### src/rtl/ps2_mouse_tracker.sv
// PS/2 mouse packet tracker: frames 3-byte movement packets and keeps a clamped
// absolute cursor position plus button state, with a per-packet idle timeout.
module ps2_mouse_tracker #(
  parameter int X_MAX       = 63,
  parameter int Y_MAX       = 63,
  parameter int TIMEOUT_CYC = 2000000
) (
  input  logic              clk,
  input  logic              reset,
  input  logic [7:0]        rx_data,
  input  logic              rx_valid,
  output logic signed [8:0] PS2_Xdata,
  output logic signed [8:0] PS2_Ydata,
  output logic              btn_left,
  output logic              btn_right,
  output logic              pkt_valid,
  output logic              sync_err,
  output logic [1:0]        o_dbg_state
);

  // Handshake: a byte is consumed on any cycle rx_valid is high, except in UPDATE.
  typedef enum logic [1:0] {WAIT_B0, WAIT_B1, WAIT_B2, UPDATE} state_t;

  localparam int CW = (TIMEOUT_CYC > 2) ? $clog2(TIMEOUT_CYC) : 1;
  localparam logic [CW-1:0]     IDLE_LIM = CW'(TIMEOUT_CYC - 1);
  localparam logic signed [10:0] X_LIM   = 11'(X_MAX);
  localparam logic signed [10:0] Y_LIM   = 11'(Y_MAX);

  state_t            r_state, w_state_nxt;
  logic [CW-1:0]     r_idle;
  logic [5:0]        r_stat;   // {y_ovf, x_ovf, y_sign, x_sign, right, left}
  logic [7:0]        r_dx, r_dy;

  logic              w_counting, w_timeout, w_framing;
  logic signed [10:0] w_dx, w_dy, w_sum_x, w_sum_y;
  logic signed [8:0] w_x_nxt, w_y_nxt;
  logic              w_bl_nxt, w_br_nxt, w_pkt_nxt, w_err_nxt;

  assign w_counting = (r_state == WAIT_B1) || (r_state == WAIT_B2);
  // A byte arriving on the timeout cycle takes priority over the timeout.
  assign w_timeout  = w_counting && !rx_valid && (r_idle == IDLE_LIM);
  assign w_framing  = (r_state == WAIT_B0) && rx_valid && !rx_data[3];

  always_ff @(posedge clk) begin
    if (reset) r_state <= WAIT_B0;
    else       r_state <= w_state_nxt;
  end

  always_comb begin
    w_state_nxt = r_state;
    case (r_state)
      WAIT_B0: if (rx_valid && rx_data[3]) w_state_nxt = WAIT_B1;
      WAIT_B1: if (rx_valid) w_state_nxt = WAIT_B2;
               else if (w_timeout) w_state_nxt = WAIT_B0;
      WAIT_B2: if (rx_valid) w_state_nxt = UPDATE;
               else if (w_timeout) w_state_nxt = WAIT_B0;
      UPDATE:  w_state_nxt = WAIT_B0;
      default: w_state_nxt = WAIT_B0;
    endcase
  end

  always_ff @(posedge clk) begin
    if (reset) begin
      r_idle <= '0;
      r_stat <= '0;
      r_dx   <= '0;
      r_dy   <= '0;
    end else begin
      if (rx_valid && (r_state == WAIT_B0) && rx_data[3]) r_stat <= {rx_data[7:4], rx_data[1:0]};
      if (rx_valid && (r_state == WAIT_B1)) r_dx <= rx_data;
      if (rx_valid && (r_state == WAIT_B2)) r_dy <= rx_data;
      if (w_counting && !rx_valid && !w_timeout) r_idle <= r_idle + CW'(1);
      else                                       r_idle <= '0;
    end
  end

  // Overflowed axes contribute no motion; Y is flipped to screen orientation.
  always_comb begin
    w_dx    = r_stat[4] ? 11'sd0 : {{3{r_stat[2]}}, r_dx};
    w_dy    = r_stat[5] ? 11'sd0 : {{3{r_stat[3]}}, r_dy};
    w_sum_x = {{2{PS2_Xdata[8]}}, PS2_Xdata} + w_dx;
    w_sum_y = {{2{PS2_Ydata[8]}}, PS2_Ydata} - w_dy;
    w_x_nxt   = PS2_Xdata;
    w_y_nxt   = PS2_Ydata;
    w_bl_nxt  = btn_left;
    w_br_nxt  = btn_right;
    w_pkt_nxt = (r_state == UPDATE);
    w_err_nxt = w_framing || w_timeout;
    if (r_state == UPDATE) begin
      if (w_sum_x < 11'sd0)      w_x_nxt = 9'sd0;
      else if (w_sum_x > X_LIM)  w_x_nxt = X_LIM[8:0];
      else                       w_x_nxt = w_sum_x[8:0];
      if (w_sum_y < 11'sd0)      w_y_nxt = 9'sd0;
      else if (w_sum_y > Y_LIM)  w_y_nxt = Y_LIM[8:0];
      else                       w_y_nxt = w_sum_y[8:0];
      w_bl_nxt = r_stat[0];
      w_br_nxt = r_stat[1];
    end
  end

  always_ff @(posedge clk) begin
    if (reset) begin
      PS2_Xdata <= 9'(X_MAX >> 1);
      PS2_Ydata <= 9'(Y_MAX >> 1);
      btn_left  <= 1'b0;
      btn_right <= 1'b0;
      pkt_valid <= 1'b0;
      sync_err  <= 1'b0;
    end else begin
      PS2_Xdata <= w_x_nxt;
      PS2_Ydata <= w_y_nxt;
      btn_left  <= w_bl_nxt;
      btn_right <= w_br_nxt;
      pkt_valid <= w_pkt_nxt;
      sync_err  <= w_err_nxt;
    end
  end

  assign o_dbg_state = r_state;

endmodule

### config.mk
export PLATFORM = sky130hd
export DESIGN_NAME = ps2_mouse_tracker
export DESIGN_NICKNAME = d
export VERILOG_FILES = /design/src/rtl/ps2_mouse_tracker.sv
export SDC_FILE = /design/constraint.sdc
export NUM_CORES = 1
export LEC_CHECK = 0
export CORE_ASPECT_RATIO = 0.8
export CORE_MARGIN = 2
export CORE_UTILIZATION = 55
export DETAILED_ROUTE_END_ITERATION = 8
export PLACE_DENSITY_LB_ADDON = 0.2
export SETUP_SLACK_MARGIN = 0.3
export SYNTH_ARGS = -nofsm -noshare
export SYNTH_HDL_FRONTEND = slang
export SYNTH_SLANG_ARGS = --single-unit
### constraint.sdc
create_clock -name clk -period 3.3 [get_ports clk]
set_input_delay 0.66 -clock clk [delete_from_list [all_inputs] [get_ports clk]]
set_output_delay 0.66 -clock clk [all_outputs]
set_load 0.01 [all_outputs]
==> impl_results.md <==
- PostCTS Resize Cnt: 0
- Crit path max fanout: 5
- Initial antenna violation count: 0
- Via density: 5.67
- Comb power frac: 11.7%
- Syn avg cell area: 8.48 um^2
- RSZ-0062 raised after global routing: no
- DP Cell Count: 537
- WL per Instance: 14.8 um
- CP Launch Type: flip-flop
- Req. time, crit path: 3.52 ns
- Switch share: 25.8%
- Post-Syn Area: 3620 um^2
- Post-CTS Setup Inserts: 0
- Final worst slack: 0.542 ns
- Clk buf depth: 2
- Starting DRT DRC Count: 166
- Commonest cells after routing, fill and taps aside: 67 x dfxtp_1, 48 x nor2_1, 38 x nand2_1, 38 x a21oi_1, 34 x clkdlybuf4s50_1
- Clock latency on the worst-skew pair: 0.35 ns
- Seq/Total Area, Yosys: 37.1%
- Cells after Synth: 427
- Routability congestion estimate from global placement: 0.919
- Min-delay worst type: flip-flop to flip-flop
- Final worst path period share: 83.6%
- Max_slew headroom: 46.6%
- Die height: 76.6 um
- Leak pwr: 1.62 nW
- Clock slew at reported path FFs: 0.07 ns
- # hold bufs at CTS: 0
- Flop pwr share: 49.4%
- Crit path kind: flip-flop to flip-flop
- Hpwl dp: 6.08 mm
- Met3 usage in global routing: 7.62%
- Final setup vio count: 0
- Post-synth ARST share: 0%
- Port Buffers: 34
- Row Count: 26
- Total number of vias: 3137
- I/O pin count: 35
- Vias in the first global route: 3024
- Peak VDD IR: 0.300 mV
- Total of max-cap violations: 0
- First-pass GRT wire length: 13.8 mm
- Commonest non-fill, non-tap cell in the layout: dfxtp_1
- Fin. max-slew vios: 0
- M1 GR Usage: 30.9%
- PD cells: 399 nW/um^2
- Tot GR Track Use: 23.9%
- Final wirelength: 8.18 mm
- Die span in x: 94.7 um
- Gr ovfl total: 0
- Post-Syn Nets: 464
- DRT antenna net count: 0
- Number of flops mapped to enable cells by yosys: 0
- Post-route minimum period: 2.76 ns
- Synth Flop Type: dfxtp_1
- Result of the run: finished clean
- Layout Cells excl Fill: 553
- Register bit count reported by yosys: 67
- Clk sink count: 67
- Setup tns final: 0 ns
- Htree depth: 3
- Ys Warns: 0
- 1st-pass router iterations: 4
- Die area: 7250 um^2
- Actual slew at the worst max-slew pin: 0.795 ns
- Nets: 501
- TritonCTS clock tree: yes
- Fmax: 363 MHz
- DRC violations left: 0
- Internal power: 1.25 mW
- Largest net degree at the start of global routing: 36
- CP arrival: 2.98 ns
- Multi-input logic area: 2170 um^2
- Met2 usage: 38.2%
- Setup crit end kind: flip-flop
- Share of layout cells above drive strength 1: 5.76%
- Filler cells: 549
- Worst slack, placed: 0.562 ns
- Root Driver: clkbuf_8
- Clock skew: 0.00863 ns
- Synth unique cells: 53
- Num CTS Buffers: 9
- Initial Utilization: 56.8%
- Sw power: 436 uW
- Reg area: 1340 um^2
- Clk network pwr share: 38.9%
- CORE AREA: 6380 um^2
- Hold Vio Cnt, Final: 0
- Ant. Diodes: 0
- Area delta synth->final: 17.0%
- Most used routing layer: met2
## layer usage
layer	vias to the layer above	part of all wire [%]
met5	-	0
met4	0	0.88
met3	8	5.0
met2	72	47
met1	1469	47
li1	1588	-
## cells by family after synthesis
logic type	synth area share, %
flip-flops	37.1
AND/OR/NAND/NOR	25.1
adder cells (fa/ha/maj)	9.40
multiplexers	2.52
AO/OA/AOI/OAI	16.1
XOR/XNOR	6.53
buffers and inverters	3.21
## synthesized netlist by cell type (8+ instances only)
cell type  instances  area (um^2)
xnor2_1           14          123
a21oi_1           38          190
o21ai_0            8         40.0
xor2_1            13          114
nor2b_1           14         87.6
nand2_1           38          143
nand2b_1          12         75.1
nor2_1            48          180
nand3_1           26          130
inv_1             16         60.1
dfxtp_1           67         1340
mux2i_1            8         80.1
and2_1            10         62.6
clkbuf_1           8         30.0
ha_1              24          300
## registers in the layout, summed over array words and instances, names as in the netlist
register     flops
btn_right        1
r_idle          21
btn_left         1
pkt_valid        1
o_dbg_state      2
sync_err         1
r_dx             8
r_dy             8
PS2_Xdata        9
r_stat           6
PS2_Ydata        9
## worst max-delay path: stages (launching register included)
cell and delay (ns):
dfxtp_1 0.31, nor2b_1 0.12, ha_1 0.21, fa_1 0.44, a211oi_1 0.30, o21ai_0 0.23
a2111oi_0 0.53, a31oi_1 0.13, o21ai_2 0.26, nand3_1 0.10
## path summary, 6_finish.rpt
kind,start,to,slack (ns),depth (start not counted)
setup / recovery,r_dx[0]$_SDFFE_PP0P_,PS2_Xdata[3]$_SDFFE_PP1P_,0.54,9
hold / removal,r_idle[0]$_SDFF_PP0_,r_idle[0]$_SDFF_PP0_,0.45,1
setup reg to reg,r_dx[0]$_SDFFE_PP0P_,PS2_Xdata[3]$_SDFFE_PP1P_,0.54,9
hold reg to reg,r_idle[0]$_SDFF_PP0_,r_idle[0]$_SDFF_PP0_,0.45,1
## metrics by stage
stage / total power, mW / cell area (um^2) / utilization, % / hold WS, ns
2_1_floorplan: 0.985 / 3620 / - / 0.417
3_3_place_gp: 1.04 / 4050 / 63.5 / 0.427
3_5_place_dp: 1.04 / 4050 / 63.5 / 0.435
4_1_cts: 1.70 / 4230 / 66.4 / 0.451
5_1_grt: 1.77 / 4240 / 66.4 / 0.466
6_report: 1.69 / 4240 / 66.4 / 0.447
## final cells by class
class | instances | area share (%)
inverter | 16 | 1.42
clock buffer | 11 | 3.10
tap | 84 | 2.48
clock inverter | 5 | 1.27
multi-input combinational | 331 | 51.1
sequential | 67 | 31.7
timing repair buffer | 39 | 8.92
## power by group through the flow
stage	clock, mW	combinational (mW)	sequential [mW]
floorplan	0	0.133	0.852
CTS	0.669	0.194	0.834
detailed placement	0	0.191	0.853
global placement	0	0.187	0.852
global route	0.714	0.216	0.836
finish	0.658	0.197	0.834
Note: power is estimated with default switching activity, not from simulation.
